$ cat config.mk
export PLATFORM = sky130hd
export DESIGN_NAME = apb_regfile_slave
export DESIGN_NICKNAME = d
export VERILOG_FILES = /design/src/rtl/apb_regfile_slave.sv
export SDC_FILE = /design/constraint.sdc
export NUM_CORES = 1
export LEC_CHECK = 0
export ABC_AREA = 0
export CORE_MARGIN = 2
export CORE_UTILIZATION = 42
export DETAILED_ROUTE_END_ITERATION = 12
export PLACE_DENSITY = 0.65
export REMOVE_ABC_BUFFERS = 1
export SLEW_MARGIN = 0
export SYNTH_ARGS = -nofsm -noshare
export SYNTH_HDL_FRONTEND = slang
export SYNTH_SLANG_ARGS = --single-unit
$ cat constraint.sdc
create_clock -name PCLK -period 6.35 [get_ports PCLK]
set_input_delay 1.27 -clock PCLK [delete_from_list [all_inputs] [get_ports PCLK]]
set_output_delay 1.27 -clock PCLK [all_outputs]
set_load 0.02 [all_outputs]
$ cat src/rtl/apb_regfile_slave.sv
// APB slave with a 16-word register file (ID, 14 general R/W words, WAIT) and programmable wait states.
// Optional PSLVERR reporting is enabled with `define APB_REGFILE_SLVERR_EN.
`timescale 1ns/1ps
module apb_regfile_slave #(
  parameter int                    ADDR_WIDTH = 32,
  parameter int                    DATA_WIDTH = 32,
  parameter logic [DATA_WIDTH-1:0] ID_VALUE   = 32'hA9B0_0300
) (
  input  logic                  PCLK,
  input  logic                  PRESET,
  input  logic                  PSEL,
  input  logic                  PENABLE,
  input  logic                  PWRITE,
  input  logic [ADDR_WIDTH-1:0] PADDR,
  input  logic [DATA_WIDTH-1:0] PWDATA,
  output logic [DATA_WIDTH-1:0] PRDATA,
  output logic                  PREADY,
  output logic                  PSLVERR
);

  typedef enum logic {IDLE, ACCESS} state_t;

  state_t                  state_q, state_d;
  logic [3:0]              wait_q;
  logic [3:0]              cnt_q;
  logic [DATA_WIDTH-1:0]   gp_q [1:14];
  logic [3:0]              idx;
  logic                    err;
  logic                    setup;
  logic                    access_ok;
  logic                    ready_set;
  logic                    complete;
  logic                    do_write;
  logic [DATA_WIDTH-1:0]   rd_val;

  assign idx       = PADDR[5:2];
  assign setup     = PSEL & ~PENABLE;
  assign access_ok = PSEL & PENABLE;
  assign err       = (PADDR[1:0] != 2'b00) || (PADDR[ADDR_WIDTH-1:6] != '0) ||
                     (PWRITE && idx == 4'd0);
  assign do_write  = complete && PWRITE && !err;

  always_comb begin
    rd_val = '0;
    if (idx == 4'd0)       rd_val = ID_VALUE;
    else if (idx == 4'd15) rd_val[3:0] = wait_q;
    else                   rd_val = gp_q[idx];
  end

  // NOTE: every signal written here gets a default first so no latch is inferred.
  always_comb begin
    state_d   = state_q;
    ready_set = 1'b0;
    complete  = 1'b0;
    case (state_q)
      IDLE: begin
        if (setup) begin
          state_d   = ACCESS;
          ready_set = (wait_q == 4'd0);
        end
      end
      ACCESS: begin
        if (!PSEL) begin
          state_d = IDLE;
        end else if (PENABLE) begin
          if (PREADY) begin
            state_d  = IDLE;
            complete = 1'b1;
          end else begin
            // Ready is registered, so it is raised one cycle ahead of the final wait.
            ready_set = (cnt_q <= 4'd1);
          end
        end
      end
      default: state_d = IDLE;
    endcase
  end

  // NOTE: sequential state uses non-blocking assignments so all flops update together.
  always_ff @(posedge PCLK) begin
    if (PRESET) state_q <= IDLE;
    else        state_q <= state_d;
  end

  always_ff @(posedge PCLK) begin
    if (PRESET) begin
      PREADY <= 1'b0;
      PRDATA <= '0;
      cnt_q  <= '0;
      wait_q <= '0;
      // NOTE: the register file is architecturally reset, so the array is cleared here too.
      for (int i = 1; i <= 14; i++) gp_q[i] <= '0;
    end else begin
      PREADY <= ready_set;
      PRDATA <= (ready_set && !PWRITE && !err) ? rd_val : '0;
      if (state_q == IDLE && setup)
        cnt_q <= wait_q;
      else if (state_q == ACCESS && access_ok && !PREADY && cnt_q != 4'd0)
        cnt_q <= cnt_q - 4'd1;
      if (do_write) begin
        if (idx == 4'd15) wait_q    <= PWDATA[3:0];
        else              gp_q[idx] <= PWDATA;
      end
    end
  end

`ifdef APB_REGFILE_SLVERR_EN
  always_ff @(posedge PCLK) begin
    if (PRESET) PSLVERR <= 1'b0;
    else        PSLVERR <= ready_set && err;
  end
`else
  assign PSLVERR = 1'b0;
`endif

endmodule

# After elaboration in Yosys (flattened, before gate mapping)
# Memories as Yosys holds them, arrays and structs flattened.
# Index checks and enable logic that the tools add are counted.
word_totals:
  reg_bits: 42
  ramBits: 448
  inputBits: 69
  output_inout_bits: 34
  wordCells: 69
  memories: 1
classes:
  n_addsub: 1
  n_lt_le_gt_ge: 1
  n_eq_ne: 1
  mux: 28
  n_bitwise: 5
  n_reduce_logical: 25
mem_list:
  columns: ["memory", "words", "width", "read_ports", "rd_clocked_by_memory_dff", "write_ports", "line_no", "source"]
  rows:
  - ["gp_q", 14, 32, 1, 0, 14, "26", "logic [DATA_WIDTH-1:0] gp_q [1:14];"]
ops:
  columns: ["operator", "count"]
  rows:
  - ["two-way mux 32 bit", 2]
  - ["OR reduction 32 bit", 1]
  - ["two-way mux 28 bit", 1]
  - ["nonzero test 26 bit", 1]
  - ["two-way mux 1 bit", 19]
  - ["two-way mux 4 bit", 4]
  - ["logical AND 1 bit", 9]
  - ["zero test 4 bit", 2]
  - ["== test 4 bit, second input constant", 1]
  - ["<= comparator 4 x 1 -> 1 bit, second input constant", 1]
  - ["one-hot mux 1 bit (2 select lines)", 2]
  - ["nonzero test 2 bit", 2]
  - ["nonzero test 4 bit", 1]
  - ["OR reduction 4 bit", 1]
  - ["subtractor 4 x 1 -> 4 bit, second input constant", 1]
  - ["zero test 1 bit", 3]
  - ["inverter 1 bit", 3]
  - ["OR reduction 3 bit", 1]
  - ["AND 1 bit", 2]
  - ["logical OR 1 bit", 2]
  - ["AND reduction 2 bit", 1]
  - ["OR reduction 2 bit", 1]

# Longest topological paths before layout
logic_depth:
  ltp_word: 11
  ltp_mapped: 9
  depth_no_buf: 6

# Worst setup path before layout
# OpenSTA, ideal clock, no wires.
synth_timing:
  kind: "input port to flip-flop"
  startpoint: "in PADDR[26]"
  endpoint: "mem gp_q[12][0] (enable)"
  setup_ns: 0.511
  t_arrival_ns: 5.903
  t_required_ns: 5.839
  setup_slack_ns: -0.064
  path_stages: 6
  path_buffers: 2
  cell_sequence: "or4_1 nor4_2 nand4_2 buf_4 buf_6 o41ai_1"
synth_lines:
  columns: ["item", "line_no", "source"]
  rows:
  - ["start: declaration", "14", "input logic [ADDR_WIDTH-1:0] PADDR,"]
  - ["end: declaration", "26", null]

==> results.md <==
* Status: completed
* Critical setup path kind: in2reg
* Netlist area before placement at 0.0249 mm²
* Sequential share of power at 51.3%
* CP max FO at 22
* DRT antenna net count at 0
* Pre-antenna DRT Iters at 5
* Crit. End Element: register
* Post-synthesis average cell area at 15.4 µm²
* Core ar. at approximately 0.059 mm²
* Die Height at 248 µm
* Final setup viols at 0
* Postcts setup bufs at 0
* Max-cap violations at 0
* DRC Markers at 0
* Seq cells post-synth at 547
* Root buffer cell: clkbuf_16
* Switching power total at 1790 µW
* First-pass GRT wire length at 101,000 µm
* Setup tns final at 0 ns
* Synth Flop Type: edfxtp_1
* Grt ovf at 0
* Hold Slack at slightly above 0.5 ns
* Die area at 0.0614 mm²
* Utilization after layout at 48.9%
* Clk_lat worst skew at 0.62 ns
* DP Wirelength at around 39,000 µm
* CTS tree: yes
* Largest net degree at the start of global routing at roughly 150
* Clk pwr share at 41.2%
* Worst Tran Pin Value at 1.09 ns
* RR Endpoint: gp_q[1][3]$_SDFFCE_PN0P_
* Clock transition at path regs at 0.06 ns
* IO buf count at 101
* Slew Limit Fails at 0
* Arrival time worst endpoint at just under 5 ns
* Worst Hold End: cnt_q[1]$_SDFFE_PP0P_
* Asr flop ratio synth at 0%
* Skew final at about 0.021 ns
* Initial DRC count at 1,707
* # diodes at 0
* Critical path data required time at about 6.7 ns
* IO Pins at 103
* Post-synth EDFFs at just over 500
* Resized cells post-CTS at 0
* Count of different cell masters after synthesis at 57
* Die width at 248 µm
* Leakage at roughly 0.0089 µW
* Worst setup SP type: input pin
* Clk buf depth at 3
* Routed vias at around 15,000
* All-Layer GR Usage at 22.4%
* Post-Syn Instances at 1,621
* WHS Path Cells at 2
* Hold Path Class: reg2reg
* Hold buffers post-CTS at 0
* Combinational fraction of design power at 7.6%
* RR Startpoint: state_q$_SDFF_PP0_
* Cell Pwr Density at 277 mW/mm²
* Final WS setup at 1.84 ns
* Place WS at 1.20 ns
* Area Growth Syn to Fin at 15.5%
* Routability cong. at 0.804
* Ratio of cells with drive above 1 in the final layout at 27.1%
* Register-to-Register Path Depth at 5
* Post-Route WL at 67,300 µm
* Rel. slew slack at 26.8%
* Peak VDD IR at 197 µV
* Fillers at 4,895
* Final period util at 71.1%
* Initial Util at 42.3%
* WL/cell at about 26 µm
* RSZ-0062 raised after global routing: no
* P_int at 6180 µW
* Fin. Hold Viols at 0
* Net Sw Frac at around 22%
* CTS Sinks at 547
* Number of CTS-inserted buffers at 56
* Hold Startpoint: wait_q[1]$_SDFFE_PP0P_
* Via density at 6.01
* Minimum clock period at 4.51 ns
* H-Tree Depth at 2
* Max Clock Freq at 222 MHz
* Row cnt at 89
* Warnings, synthesis at 0
* Sequential area share after synthesis at 64.2%
* Initial antenna violation count at 1
* Fin nets at 1,799
* Number of global-route vias before repair at 15,845
* Internal reg-to-reg setup slack at about 3.2 ns
## area by class of cell
| cell class | instances | area, µm² | area share, % |
|---|---|---|---|
| clock inverters | 18 | 190 | 0.660 |
| clock buffers | 86 | 1630 | 5.64 |
| multi-input cells | 933 | 8410 | 29.2 |
| repair buffers | 149 | 1470 | 5.09 |
| flip-flops and latches | 547 | 16000 | 55.5 |
| inverters | 40 | 150 | 0.521 |
| well taps | 773 | 967 | 3.36 |
## metal layers
metal | routed length [µm] | vias up | track usage [%]
li1 | - | 6557 | -
met1 | 27000 | 7899 | 30.2
met2 | 32700 | 721 | 37.2
met3 | 5690 | 124 | 3.70
met4 | 1910 | 0 | 7.08
met5 | 0 | - | 0
## worst max-delay path, cell delays in order
cell and delay (ns):
clkdlybuf4s50_1 0.40, or4_4 0.55, nor4_2 0.52, nand4_4 0.69, o21ai_4 1.03, buf_4 0.33
## cells in the mapped netlist (2+ instances only)
library cell,instances,area share [%]
nand4_2,2,0.10
nor3b_1,24,0.72
ha_1,3,0.15
nand4_1,6,0.15
and2_1,3,0.075
clkbuf_1,68,1.0
nor3_2,180,7.2
mux2i_1,31,1.2
buf_2,57,1.1
o21ai_0,23,0.46
a2bb2oi_1,2,0.070
nor2b_1,5,0.13
clkinv_1,33,0.50
nand3_1,4,0.080
mux4_2,132,12
buf_4,3,0.090
nor2_1,7,0.11
buf_6,19,0.86
nor4_1,5,0.13
dfxtp_1,42,3.4
and3_1,2,0.050
o211ai_1,4,0.12
edfxtp_1,505,61
nand2b_1,5,0.13
a31oi_1,8,0.20
nor3_1,272,5.5
a21o_1,7,0.21
buf_1,10,0.15
inv_1,7,0.11
or4_1,4,0.12
or3b_2,2,0.070
a22oi_1,12,0.36
o31ai_1,7,0.21
nand2_1,88,1.3
a21oi_1,17,0.34
## worst max-delay path by stage
stage | start | end | slack (ns) | cells after the start
after floorplan | PADDR[26] | gp_q[12][0]$_SDFFCE_PN0P_ | -9.98 | 4
after global placement | PADDR[23] | gp_q[1][8]$_SDFFCE_PN0P_ | 1.24 | 6
after detailed placement | PADDR[23] | gp_q[1][8]$_SDFFCE_PN0P_ | 1.20 | 6
after CTS | PADDR[23] | gp_q[1][3]$_SDFFCE_PN0P_ | 1.84 | 6
after global routing | PADDR[23] | gp_q[1][2]$_SDFFCE_PN0P_ | 1.71 | 6
final | PADDR[23] | gp_q[1][3]$_SDFFCE_PN0P_ | 1.84 | 6
## cell families (layout without fill, tap and decap cells)
family | Yosys count | count (layout) | share of synthesized area [%]
simple gates | 618 | 618 | 16.2
flops | 547 | 547 | 64.2
buf+inv | 198 | 293 | 3.93
mux | 164 | 164 | 13.2
compound gates | 88 | 88 | 2.28
fa+ha+maj | 3 | 3 | 0.150
xor+xnor | 2 | 2 | 0.0702
other cells | 1 | 58 | 0.0150
## state kept, by name (all words and copies together), names as in the netlist
name / flops
PRDATA: 32
PREADY: 1
cnt_q: 4
gp_q: 505
state_q: 1
wait_q: 4
## metrics by stage
stage	cells	total power, µW	instance area, µm²
4_1_cts	2546	8020	28800
2_1_floorplan	1520	4460	24300
5_1_grt	2546	8210	28800
6_report	2546	7970	28800
3_5_place_dp	2442	4760	27000
3_3_place_gp	2442	4750	27000
## layout by cell type (no fill, tap or decap), types with 31 or more instances in the layout
cell	instances
buf_4	41
clkbuf_16	57
clkdlybuf4s50_1	97
clkinv_1	39
conb_1	58
dfxtp_1	42
edfxtp_1	505
mux2i_1	31
mux4_2	132
nand2_1	83
nor3_1	271
nor3_2	181
## power groups by stage
stage,Sequential [µW],Clock (µW),Combinational (µW)
6_report,4090,3280,604
4_1_cts,4090,3330,603
2_1_floorplan,4150,0,303
3_3_place_gp,4160,0,594
5_1_grt,4100,3480,637
3_5_place_dp,4160,0,601
No activity file was read; power rests on OpenSTA's default activity.
